## src/rtl/seg_scan_driver.sv

```systemverilog
// Time-multiplexed two-digit 7-segment scan driver with per-frame shadow capture.
// Optional yellow-light blink is compiled in with `define SEG_SCAN_BLINK_EN.
module seg_scan_driver #(
  parameter int SCAN_DIV   = 50000,
  parameter int GAP_CYCLES = 16,
  parameter int BLINK_DIV  = 25000000
) (
  input  logic       clk,
  input  logic       rst,
  input  logic       en,
  input  logic [6:0] seg_tens,
  input  logic [6:0] seg_units,
  input  logic       yellow_light,
  output logic [6:0] seg_out,
  output logic [1:0] digit_an
);

  localparam int MAX_SG  = (SCAN_DIV > GAP_CYCLES) ? SCAN_DIV : GAP_CYCLES;
  localparam int MAX_ALL = (MAX_SG > BLINK_DIV) ? MAX_SG : BLINK_DIV;
  localparam int CNT_W   = $clog2(MAX_ALL);

  localparam logic [CNT_W-1:0] SCAN_LAST = CNT_W'(SCAN_DIV - 1);
  localparam logic [CNT_W-1:0] GAP_LAST  = CNT_W'(GAP_CYCLES - 1);

  localparam logic [1:0] SHOW_T = 2'd0;
  localparam logic [1:0] GAP_T  = 2'd1;
  localparam logic [1:0] SHOW_U = 2'd2;
  localparam logic [1:0] GAP_U  = 2'd3;

  localparam logic [6:0] BLANK = 7'h7F;

  logic [1:0]       state_q, state_d;
  logic [CNT_W-1:0] cnt_q, cnt_d;
  logic [6:0]       sh_tens_q, sh_tens_d;
  logic [6:0]       sh_units_q, sh_units_d;
  logic             capture;
  logic             blink_on;

  always_comb begin
    state_d = state_q;
    cnt_d   = cnt_q + CNT_W'(1);
    capture = 1'b0;
    if (!en) begin
      // Park at the terminal gap count so re-enabling enters SHOW_T immediately.
      state_d = GAP_U;
      cnt_d   = GAP_LAST;
    end else begin
      case (state_q)
        SHOW_T: if (cnt_q == SCAN_LAST) begin state_d = GAP_T;  cnt_d = '0; end
        GAP_T:  if (cnt_q == GAP_LAST)  begin state_d = SHOW_U; cnt_d = '0; end
        SHOW_U: if (cnt_q == SCAN_LAST) begin state_d = GAP_U;  cnt_d = '0; end
        GAP_U:  if (cnt_q == GAP_LAST)  begin state_d = SHOW_T; cnt_d = '0; capture = 1'b1; end
        default: begin state_d = GAP_U; cnt_d = GAP_LAST; end
      endcase
    end
    sh_tens_d  = capture ? seg_tens  : sh_tens_q;
    sh_units_d = capture ? seg_units : sh_units_q;
  end

  always_ff @(posedge clk) begin
    if (rst) begin
      state_q    <= GAP_U;
      cnt_q      <= GAP_LAST;
      sh_tens_q  <= BLANK;
      sh_units_q <= BLANK;
    end else begin
      state_q    <= state_d;
      cnt_q      <= cnt_d;
      sh_tens_q  <= sh_tens_d;
      sh_units_q <= sh_units_d;
    end
  end

`ifdef SEG_SCAN_BLINK_EN
  localparam int BLK_W = $clog2(BLINK_DIV + 1);
  localparam logic [BLK_W-1:0] BLINK_LAST = BLK_W'(BLINK_DIV - 1);

  logic [BLK_W-1:0] blk_cnt_q, blk_cnt_d;
  logic             blk_phase_q, blk_phase_d;

  // A fresh yellow period always starts with a full on-phase.
  always_comb begin
    blk_cnt_d   = '0;
    blk_phase_d = 1'b1;
    if (yellow_light) begin
      if (blk_cnt_q == BLINK_LAST) begin
        blk_cnt_d   = '0;
        blk_phase_d = ~blk_phase_q;
      end else begin
        blk_cnt_d   = blk_cnt_q + BLK_W'(1);
        blk_phase_d = blk_phase_q;
      end
    end
  end

  always_ff @(posedge clk) begin
    if (rst) begin
      blk_cnt_q   <= '0;
      blk_phase_q <= 1'b1;
    end else begin
      blk_cnt_q   <= blk_cnt_d;
      blk_phase_q <= blk_phase_d;
    end
  end

  assign blink_on = blk_phase_q;
`else
  logic unused_yellow;
  assign unused_yellow = yellow_light;
  assign blink_on      = 1'b1;
`endif

  always_comb begin
    seg_out  = BLANK;
    digit_an = 2'b11;
    if (blink_on) begin
      case (state_q)
        SHOW_T: begin digit_an = 2'b01; seg_out = sh_tens_q;  end
        SHOW_U: begin digit_an = 2'b10; seg_out = sh_units_q; end
        default: begin digit_an = 2'b11; seg_out = BLANK; end
      endcase
    end
  end

endmodule

```

## config.mk

```make
export PLATFORM = sky130hd
export DESIGN_NAME = seg_scan_driver
export DESIGN_NICKNAME = d
export VERILOG_FILES = /design/src/rtl/seg_scan_driver.sv
export SDC_FILE = /design/constraint.sdc
export NUM_CORES = 1
export LEC_CHECK = 0
export CORE_MARGIN = 4
export CORE_UTILIZATION = 49
export DETAILED_ROUTE_END_ITERATION = 8
export GPL_ROUTABILITY_DRIVEN = 0
export HOLD_SLACK_MARGIN = 0.05
export PLACE_DENSITY = 0.82
export SYNTH_ARGS = -nofsm -noshare
export SYNTH_HDL_FRONTEND = slang
export SYNTH_SLANG_ARGS = --single-unit
export TNS_END_PERCENT = 10
```

## constraint.sdc

```tcl
create_clock -name clk -period 2.57 [get_ports clk]
set_clock_uncertainty 0.1 [all_clocks]
set_input_delay 0.3855 -clock clk [delete_from_list [all_inputs] [get_ports clk]]
set_output_delay 0.3855 -clock clk [all_outputs]
set_load 0.02 [all_outputs]
```

### Word-level counts from Yosys, hierarchy flattened

Cells that the tools add are included.

| word-level totals | value |
|---|---|
| flip-flop bits (word level) | 41 |
| latch bits | 0 |
| bits in writable memories | 0 |
| bits in read-only memories | 0 |
| word-level logic and storage cells | 33 |
| memories | 0 |

| operators by class | value |
|---|---|
| $add $sub $neg | 1 |
| multiply operators | 0 |
| div/mod/pow operators | 0 |
| magnitude comparators | 0 |
| equal/unequal tests | 9 |
| shift operators | 0 |
| multiplexer cells | 13 |
| bitwise logic cells | 1 |
| reductions and logical operators | 5 |

Operators by type and width:

| operator | number |
|---|---|
| $mux 25 | 2 |
| $pmux 25 s2 | 1 |
| $add 25x1->25 const B | 1 |
| $eq 25x16->1 const B | 1 |
| $eq 25x4->1 const B | 1 |
| $pmux 7 s2 | 1 |
| $mux 2 | 4 |
| $ne 2x2->1 const B | 4 |
| $pmux 2 s4 | 1 |
| $reduce_or 2->1 | 3 |
| $eq 2x2->1 const B | 2 |
| $pmux 2 s2 | 1 |
| $reduce_and 4->1 | 1 |
| $mux 1 | 3 |
| $eq 2x1->1 const B | 1 |
| $logic_not 2->1 | 1 |
| $not 1->1 | 1 |

### Logic depth before layout (Yosys ltp)

Gate-level depths: netlist of the first run.

| logic depth | value |
|---|---|
| depth in word-level cells | 4 |
| depth in mapped cells | 8 |
| depth with buffers taken out | 7 |

### Least setup slack after synthesis of the first run

Ideal clock, no wire load.

| timing | value |
|---|---|
| kind | register -> register |
| start | reg cnt_q[11] |
| end | reg cnt_q[14] |
| setup time | 0.132 ns |
| data arrival time | 2.158 ns |
| slack | 0.180 ns |
| cell stages (with the launch flop) | 7 |
| path buffers | 1 |
| cells stage by stage | dfxtp_1 > or3_1 > or4_4 > or3b_2 > a21oi_4 > buf_4 > nor3_1 |

| between the ends | value |
|---|---|
| word-level cells in the longest chain between the ends | 3 |
| elaborated cells on any way between the ends | 6 |
| classes of those cells | add/sub (1); eq/ne (2); mux (3) |

Ends and longest elaborated chain:

| what | RTL line | text |
|---|---|---|
| start, declared | 33 | `logic [CNT_W-1:0] cnt_q, cnt_d;` |
| start signal, assigned | 68 | `cnt_q <= cnt_d;` |
| $add 25x1->25 (tied with other cells) | 41 | `cnt_d = cnt_q + CNT_W'(1);` |
| $mux 25, on equally long branches | -- |  |
| $pmux 25 s2 * | 48 | `case (state_q)` |

Mark *: on every way between the ends. The rest lies on a longest branch, timed or not.
A chain may end at the register's enable or synchronous reset.

### Worst setup path in the final report of the first run

| timing | value |
|---|---|
| start | reg cnt_q[10] |
| end | reg cnt_q[24] |

The elaborated chain is that of the path after synthesis.

==> impl_metrics.env, run 1 <==
export IMPL_cpPeakStageDelay_ns=0.54
export IMPL_antenna_cells=0
export IMPL_cts_buffers=5
export IMPL_start_kind="register"
export IMPL_ctsLongestPathBuffers=2
export IMPL_syn_nets=239
export IMPL_synth_simple_gate_area_share_pct=28.7
export IMPL_p_leak_uw=0.000913
export IMPL_yosysSeqAreaShare_pct=41.5
export IMPL_design_core_area_um2=3770
export IMPL_die_w_um=71.5
export IMPL_crit_family="simple AND/OR/NAND/NOR gates"
export IMPL_clock_fmax_mhz=405
export IMPL_startpoint="cnt_q[10]$_SDFF_PP0_"
export IMPL_clockRootBuffer="clkbuf_8"
export IMPL_drive_above_1_share_pct=10.0
export IMPL_pin_count=27
export IMPL_ys_warn_count=0
export IMPL_period_needed_ns=2.47
export IMPL_placed_cell_area_um2=2330
export IMPL_ys_seq_elements=41
export IMPL_rsz0062_at_grt="no"
export IMPL_h_tree_depth=2
export IMPL_drcViolationCount=0
export IMPL_min_from="cnt_q[0]$_SDFF_PP1_"
export IMPL_worstPathRequired_ns=2.65
export IMPL_synth_xor_area_share_pct=10.2
export IMPL_grt_pass1_vias=1545
export IMPL_muxShareOfSynthArea_pct=0
export IMPL_fin_hold_ws_ns=0.423
export IMPL_dpl_cell_count=290
export IMPL_netlist_instances=216
export IMPL_synth_compound_area_share_pct=12.3
export IMPL_grt_max_degree=29
export IMPL_drtPass1Iterations=4
export IMPL_ys_types=33
export IMPL_finalHoldViolations=0
export IMPL_vdd_drop_max_uv=486
export IMPL_tightest_slew_ns=0.356
export IMPL_antenna_found_initial=0
export IMPL_area_delta_synth_final_pct=24.4
export IMPL_critical_path_arrival_ns=2.55
export IMPL_dieArea_um2=5120
export IMPL_setup_violations_final=0
export IMPL_dp_slack_ns=0.109
export IMPL_worstSetupEndpointType="register"
export IMPL_drt_iter0_markers=162
export IMPL_postLayoutCellArea_um2=2460
export IMPL_viasPerCell=5.56
export IMPL_synth_top_family_by_area="simple AND/OR/NAND/NOR gates"
export IMPL_fin_ws_ns=0.100
export IMPL_async_flop_share_pct=0
export IMPL_grt_overflow=0
export IMPL_clock_latency_ns=0.30
export IMPL_avgSynthCellArea_um2=9.16
export IMPL_crit_type="register to register"
export IMPL_path_clk_slew_ns=0.08
export IMPL_synth_edff_count=0
export IMPL_power_density_nw_per_um2=653
export IMPL_status="finished, final reports clean"
export IMPL_nNetsFinal=272
export IMPL_dp_hpwl_mm=2.98
export IMPL_slew_violations=0
export IMPL_r2r_start="cnt_q[10]$_SDFF_PP0_"
export IMPL_routedWlPerCell_um=14.0
export IMPL_cts_tree="yes"
export IMPL_slew_headroom_pct=75.7
export IMPL_start_util_pct=52.5
export IMPL_fin_cells=298
export IMPL_period_share_pct=96.1
export IMPL_path_cells="or3_1 -> or4_4 -> or3b_2 -> a21oi_4 -> buf_4 -> nor3_1"
export IMPL_antenna_left=0
export IMPL_r2r_slack_ns=0.10
export IMPL_path_max_fanout=8
export IMPL_fin_setup_tns_ns=0
export IMPL_worstHoldPathType="register to register"
export IMPL_chipHeight_um=71.5
export IMPL_rows=22
export IMPL_drv_cap=0
export IMPL_port_buffers=25
export IMPL_ys_flop_type="dfxtp_1"
export IMPL_grt_pass1_wl_mm=7.09
export IMPL_cp_num_buf_inv=1
export IMPL_num_vias=1658
export IMPL_slowest_stage="or4_4"
export IMPL_cts_num_sinks=41
export IMPL_grt_usage_pct=17.2
export IMPL_synthAdderAreaFrac_pct=3.16
export IMPL_netlist_area_um2=1980
export IMPL_routed_wl_mm=4.18
worst register-to-register path: stages, from the launching register on:
cell and delay, ns:
dfxtp_1 0.34, or3_1 0.35, or4_4 0.54, or3b_2 0.52
a21oi_4 0.24, buf_4 0.20, nor3_1 0.07
final timing paths:
path,endpoint,depth (start not counted)
hold reg to reg,cnt_q[0]$_SDFF_PP1_,1
setup reg to reg,cnt_q[24]$_SDFF_PP0_,6
hold / removal,cnt_q[0]$_SDFF_PP1_,1
setup / recovery,cnt_q[24]$_SDFF_PP0_,6
metrics by stage:
stage                     power (uW)  utilization (%)
after floorplan                  960                -
after detailed placement        1080             61.7
after CTS                       1630             64.9
after global placement          1070             61.7
final                           1610             65.2
after global routing            1690             65.2
cell type report:
| cell class | instances | area [um^2] |
|---|---|---|
| inverter | 7 | 26.3 |
| sequential | 41 | 821 |
| multi-input combinational | 158 | 1080 |
| tap | 48 | 60.1 |
| clock buffer | 6 | 82.6 |
| timing repair buffer | 36 | 355 |
| fill | 309 | 1310 |
| clock inverter | 2 | 37.5 |
state kept, by name, indices dropped and copies added (netlist names):
signal      cells
sh_tens_q       7
cnt_q          25
state_q         2
sh_units_q      7
cell usage after synthesis, types with 6 or more instances:
cell type,number,area [um^2]
inv_1,7,26.3
xnor2_1,9,78.8
nor3_1,24,120
xor2_1,14,123
a211o_1,14,123
nand3_1,15,75.1
nand2_1,14,52.6
and2b_1,6,45.0
nor2b_1,9,56.3
a22oi_1,7,52.6
and3_1,8,50.1
dfxtp_1,41,821
clkbuf_1,6,22.5
power breakdown:
part | switching [uW] | internal, uW
logic | 183 | 182
registers | 25.2 | 677
clock network | 224 | 316
total | 432 | 1170
per-layer routing:
| layer | part of all wire [%] | vias up | track usage (%) | wire, um |
|---|---|---|---|---|
| met5 | 0 | - | 0 | 0 |
| met4 | 1.7 | 0 | 6.68 | 70 |
| met3 | 5.4 | 7 | 4.07 | 227 |
| met2 | 45 | 40 | 26.6 | 1890 |
| met1 | 48 | 767 | 23.1 | 1990 |
| li1 | - | 844 | - | - |
cells by family (layout without fill, tap and decap cells):
group / Yosys count / in the layout
and+or+nand+nor: 100 / 100
DFF: 41 / 41
AOI/OAI and AO/OA: 30 / 30
xor gates and xnor gates: 23 / 23
buffers and inverters: 17 / 51
adders and majority gates: 5 / 5
cells in the final DEF (no fill, tap or decap), types with 2 or more instances in the layout:
master / netlist / layout
dfxtp_1: 41 / 41
nor3_1: 24 / 24
clkdlybuf4s50_1: 0 / 21
nand3_1: 15 / 15
a211o_1: 14 / 14
xor2_1: 14 / 14
nand2_1: 14 / 13
buf_4: 3 / 10
nor2b_1: 9 / 9
xnor2_1: 9 / 9
and3_1: 8 / 8
inv_1: 7 / 7
a22oi_1: 7 / 7
and2b_1: 6 / 6
clkbuf_8: 0 / 6
nor4_1: 5 / 5
nand4_1: 5 / 5
ha_1: 5 / 5
nor2_1: 4 / 4
o21ai_0: 4 / 4
dlymetal6s2s_1: 0 / 4
or3_1: 2 / 2
o31a_1: 2 / 2
repair_timing:
action                                  in CTS  in global routing
hold buffers                                 0                  0
setup buffers                                0                  0
endpoints found under the setup margin       0                  7
gates resized for setup                      0                  5
No activity file was read; power rests on OpenSTA's default activity.
==> run 2, diff against run 1 <==
- PLACE_DENSITY: 0.82 -> not set
- PLACE_DENSITY_LB_ADDON: not set -> 0.25
==> run 2 against run 1 <==
- via count down 1.4%
- wire length down 4.8%
- non-clock buffer count down 1
- cell count down 0.67%
- critical path depth unchanged
- fmax up 2.3%
- utilization down 1.4 points
- register-to-register slack better by 0.06 ns
- first-iteration DRC count down 17%
- critical endpoint is now cnt_q[3]$_SDFF_PP1_
- largest cell class unchanged
==> impl_metrics.env, run 2 (synthesis gave the netlist of run 1 again) <==
export IMPL_power_density_nw_per_um2=612
export IMPL_top_regs="cnt_q x25, sh_tens_q x7, sh_units_q x7"
export IMPL_design_power_total_uw=1480
export IMPL_tightest_slew_ns=0.388
export IMPL_grt_usage_pct=16.2
export IMPL_clock_fmax_mhz=414
export IMPL_grt_pass1_vias=1487
export IMPL_grt_overflow=0
export IMPL_dieArea_um2=5120
export IMPL_status="finished, final reports clean"
export IMPL_power_share_clock_pct=28.1
export IMPL_start_kind="register"
export IMPL_critical_path_arrival_ns=2.46
export IMPL_grt_pass1_wl_mm=6.73
export IMPL_switchingPower_uw=405
export IMPL_routed_wl_mm=3.97
export IMPL_drt_iter0_markers=135
export IMPL_clock_latency_ns=0.28
export IMPL_nNetsFinal=271
export IMPL_finalHoldViolations=0
export IMPL_period_needed_ns=2.41
export IMPL_area_delta_synth_final_pct=21.8
export IMPL_worstPathRequired_ns=2.62
export IMPL_die_w_um=71.5
export IMPL_r2r_slack_ns=0.16
export IMPL_grt_max_degree=29
export IMPL_cts_tree="yes"
export IMPL_vdd_drop_max_uv=412
export IMPL_antenna_found_initial=0
export IMPL_final_cell_mix="dfxtp_1 (41), clkdlybuf4s50_1 (25), nor3_1 (24)"
export IMPL_top_register="cnt_q"
export IMPL_port_buffers=25
export IMPL_chipHeight_um=71.5
export IMPL_setup_violations_final=0
export IMPL_dp_hpwl_mm=2.79
export IMPL_slew_violations=0
export IMPL_combPwrFrac_pct=24.3
export IMPL_clockRootBuffer="clkbuf_8"
export IMPL_cts_buffers=5
export IMPL_h_tree_depth=2
export IMPL_period_share_pct=94.0
export IMPL_path_max_fanout=10
export IMPL_final_common_cell="dfxtp_1"
export IMPL_p_leak_uw=0.000888
export IMPL_pwr_share_seq_pct=47.6
export IMPL_dpl_cell_count=289
export IMPL_antenna_cells=0
export IMPL_hold_buffers=0
export IMPL_path_clk_slew_ns=0.07
export IMPL_worstHoldPathType="register to register"
export IMPL_design_core_area_um2=3770
export IMPL_ctsLongestPathBuffers=2
export IMPL_drive_above_1_share_pct=8.87
export IMPL_rows=22
export IMPL_pin_count=27
export IMPL_fin_setup_tns_ns=0
export IMPL_fin_cells=296
export IMPL_routedWlPerCell_um=13.4
export IMPL_cts_num_sinks=41
export IMPL_drv_cap=0
export IMPL_drtPass1Iterations=4
export IMPL_viasPerCell=5.52
export IMPL_slew_headroom_pct=73.5
export IMPL_drcViolationCount=0
export IMPL_worstSetupEndpointType="register"
export IMPL_num_vias=1635
export IMPL_cts_resized=0
export IMPL_start_util_pct=52.5
export IMPL_p_int_uw=1070
export IMPL_swShare_pct=27.5
export IMPL_cts_setup_buffers=0
export IMPL_rsz0062_at_grt="no"
export IMPL_largest_reg_flops=25
export IMPL_crit_type="register to register"
export IMPL_antenna_left=0
-- run 2: metrics by stage --
step | hold WS, ns | cell area, um^2 | worst slack (ns) | utilization [%]
after floorplan | 0.372 | 1980 | 0.180 | -
after global placement | 0.396 | 2320 | 0.161 | 61.5
after detailed placement | 0.397 | 2320 | 0.143 | 61.5
after CTS | 0.419 | 2410 | 0.0587 | 63.8
after global routing | 0.469 | 2410 | 0.00509 | 63.9
final | 0.415 | 2410 | 0.155 | 63.9
-- run 2: path summary, 6_finish.rpt --
path,start,end,depth (start not counted)
worst min register to register,cnt_q[0]$_SDFF_PP1_,cnt_q[0]$_SDFF_PP1_,1
worst max register to register,cnt_q[11]$_SDFF_PP0_,cnt_q[3]$_SDFF_PP1_,6
worst max-delay path,cnt_q[11]$_SDFF_PP0_,cnt_q[3]$_SDFF_PP1_,6
worst min-delay path,cnt_q[0]$_SDFF_PP1_,cnt_q[0]$_SDFF_PP1_,1
-- run 2: final cells by class --
class                      instances  area [um^2]
multi-input combinational        158         1080
clock buffer                       7         86.3
sequential                        41          821
inverter                           7         26.3
timing repair buffer              35          338
fill                             329         1360
tap                               48         60.1
-- run 2: power groups by stage --
stage               Clock [uW]  Combinational (uW)  Sequential, uW
finish                     414                 359             702
global placement             0                 354             715
detailed placement           0                 359             716
global route               461                 398             708
CTS                        434                 361             701
floorplan                    0                 249             710
-- run 2: per-layer routing --
metal | up-vias | wire length (um) | global-route usage, %
met1 | 760 | 1910 | 23.0
li1 | 835 | - | -
met3 | 4 | 238 | 4.63
met5 | - | 0 | 0
met2 | 36 | 1800 | 23.7
met4 | 0 | 24 | 4.80
-- run 2: critical path, stage by stage, from the launching register on --
cell and delay [ns]:
dfxtp_1 0.31, or3_1 0.38, or4_4 0.54, or3b_2 0.52, a21oi_4 0.16, buf_4 0.19, o21ai_0 0.09
==> run 3, diff against run 2 <==
- GPL_TIMING_DRIVEN: not set -> 0
- clock period: 2.57 -> 2.2 ns (I/O delays scaled with it)
==> run 3 against run 2 <==
- die area is the same
- count of clock-buffer cells in the layout did not move
- largest power group unchanged
- the flow now finishes with violations (negative setup slack)
- worst setup slack worse by 0.28 ns
- highest routed layer unchanged
- sequential power is 17% higher
==> impl_metrics.env, run 3 (synthesis gave the netlist of run 1 again) <==
export IMPL_path_clk_slew_ns=0.08
export IMPL_antenna_cells=0
export IMPL_clockRootBuffer="clkbuf_8"
export IMPL_area_delta_synth_final_pct=29.0
export IMPL_r2r_slack_ns=-0.13
export IMPL_cpPeakStageDelay_ns=0.46
export IMPL_start_kind="register"
export IMPL_seq_area_um2=835
export IMPL_ctsLongestPathBuffers=2
export IMPL_setup_violations_final=24
export IMPL_critical_path_arrival_ns=2.39
export IMPL_pin_count=27
export IMPL_path_cells="or3_4 -> or4_4 -> or3_4 -> a21oi_4 -> buf_4 -> nor3_1"
export IMPL_worstPathRequired_ns=2.26
export IMPL_design_core_area_um2=3770
export IMPL_slew_violations=0
export IMPL_status="complete, but fails checks"
export IMPL_whs_path_depth=1
export IMPL_start_util_pct=52.5
export IMPL_antenna_left=0
export IMPL_final_cell_mix="dfxtp_1 (36), nor3_1 (24), clkdlybuf4s50_1 (16)"
export IMPL_finalHoldViolations=0
export IMPL_crit_type="register to register"
export IMPL_multi_input_area_um2=1140
export IMPL_fin_hold_ws_ns=0.396
export IMPL_top_regs="cnt_q x25, sh_tens_q x7, sh_units_q x7"
export IMPL_routed_wl_mm=4.36
export IMPL_cp_common_cell="or3_4"
export IMPL_chipHeight_um=71.5
export IMPL_grt_pass1_wl_mm=7.14
export IMPL_port_buffers=25
export IMPL_period_share_pct=106
export IMPL_largest_reg_flops=25
export IMPL_grt_overflow=0
export IMPL_worstHoldEndpoint="cnt_q[0]$_SDFF_PP1_"
export IMPL_violations="negative setup slack"
export IMPL_drv_cap=0
export IMPL_clock_latency_ns=0.29
export IMPL_r2r_cells=6
export IMPL_dp_hpwl_mm=2.90
export IMPL_cts_num_sinks=41
export IMPL_drt_iter0_markers=129
export IMPL_drive_above_1_share_pct=19.4
export IMPL_fillers=305
export IMPL_worstSetupEndpointType="register"
export IMPL_top_register="cnt_q"
export IMPL_power_density_nw_per_um2=756
export IMPL_drcViolationCount=0
export IMPL_postLayoutCellArea_um2=2550
export IMPL_dp_slack_ns=-0.273
export IMPL_drtPass1Iterations=4
export IMPL_num_vias=1681
export IMPL_r2r_end="cnt_q[22]$_SDFF_PP0_"
export IMPL_fin_setup_tns_ns=-2.30
export IMPL_antenna_found_initial=0
export IMPL_vdd_drop_max_uv=542
export IMPL_viasPerCell=5.49
export IMPL_grt_pass1_vias=1615
export IMPL_grt_usage_pct=17.6
export IMPL_period_needed_ns=2.33
export IMPL_slowest_stage="or4_4"
export IMPL_die_w_um=71.5
export IMPL_rsz0062_at_grt="yes"
export IMPL_min_from="cnt_q[0]$_SDFF_PP1_"
export IMPL_tightest_slew_ns=0.703
export IMPL_clock_fmax_mhz=430
export IMPL_fin_ws_ns=-0.128
export IMPL_worstHoldPathType="register to register"
export IMPL_path_max_fanout=5
export IMPL_h_tree_depth=2
export IMPL_r2r_start="cnt_q[10]$_SDFF_PP0_"
export IMPL_p_leak_uw=0.000949
export IMPL_placed_cell_area_um2=2300
export IMPL_routedWlPerCell_um=14.3
export IMPL_grt_max_degree=13
export IMPL_cts_buffers=5
export IMPL_dieArea_um2=5120
export IMPL_rows=22
export IMPL_cts_tree="yes"
export IMPL_final_common_cell="dfxtp_1"
export IMPL_nNetsFinal=280
export IMPL_slew_headroom_pct=52.7
export IMPL_hold_buffers=0
run 3: changes by cell type in the layout (fill, tap and decap cells not counted), sizes merged:
cell	delta
clkbuf	+9
clkdlybuf4s50	-9
buf	+5
clkdlybuf4s15	+2
dlymetal6s2s	+2
bufinv	+1
run 3: worst max-delay path: cells and delay by family, from the launching register on:
kind                   cells  cell delay, ns
AOI/OAI and AO/OA          1            0.26
buffers and inverters      1            0.19
DFF                        1            0.34
and+or+nand+nor            4            1.29
run 3: layout make-up:
cell class              count  share of cell area (%)
plain buffers               8                    2.06
clock buffers               7                    3.38
clock inverters             1                    1.18
inverters                   7                    1.03
multi-input cells         158                    44.8
flip-flops and latches     41                    32.7
well taps                  48                    2.35
repair buffers             36                    12.5
run 3: how the worst max path moves through the flow:
stage / startpoint / to / slack (ns) / cells past startpoint
2_1_floorplan: cnt_q[1]$_SDFF_PP1_ / cnt_q[10]$_SDFF_PP0_ / 0.01 / 7
3_3_place_gp: cnt_q[11]$_SDFF_PP0_ / sh_units_q[3]$_SDFFE_PP1P_ / -0.26 / 6
3_5_place_dp: cnt_q[1]$_SDFF_PP1_ / sh_units_q[4]$_SDFFE_PP1P_ / -0.27 / 7
4_1_cts: cnt_q[10]$_SDFF_PP0_ / sh_tens_q[2]$_SDFFE_PP1P_ / -0.14 / 7
5_1_grt: cnt_q[10]$_SDFF_PP0_ / cnt_q[19]$_SDFF_PP0_ / -0.18 / 6
6_report: cnt_q[10]$_SDFF_PP0_ / cnt_q[22]$_SDFF_PP0_ / -0.13 / 6
run 3: through the flow:
step	total power, uW	std cells	utilization [%]
after CTS	1900	302	65.8
after global routing	2030	306	67.7
after detailed placement	1270	289	61.1
after floorplan	1130	216	-
final	1930	306	67.7
after global placement	1260	289	61.1
run 3: power by group:
group	switching [uW]	internal, uW
clock	260	370
combinational	242	238
sequential	31.4	789
total	534	1400
run 3: timing repair:
item | CTS | global route
setup endpoints to repair | 47 | 47
buffers inserted | 7 | 3
gates resized for setup | 16 | 31
pin swaps | 10 | 9
gates cloned | 0 | 1
run 3: routing by layer:
layer,track usage [%],vias to the layer above,part of all wire [%]
li1,-,860,-
met1,23.0,785,46
met3,4.91,6,4.8
met2,27.3,30,47
met4,7.10,0,1.5
met5,0,-,0
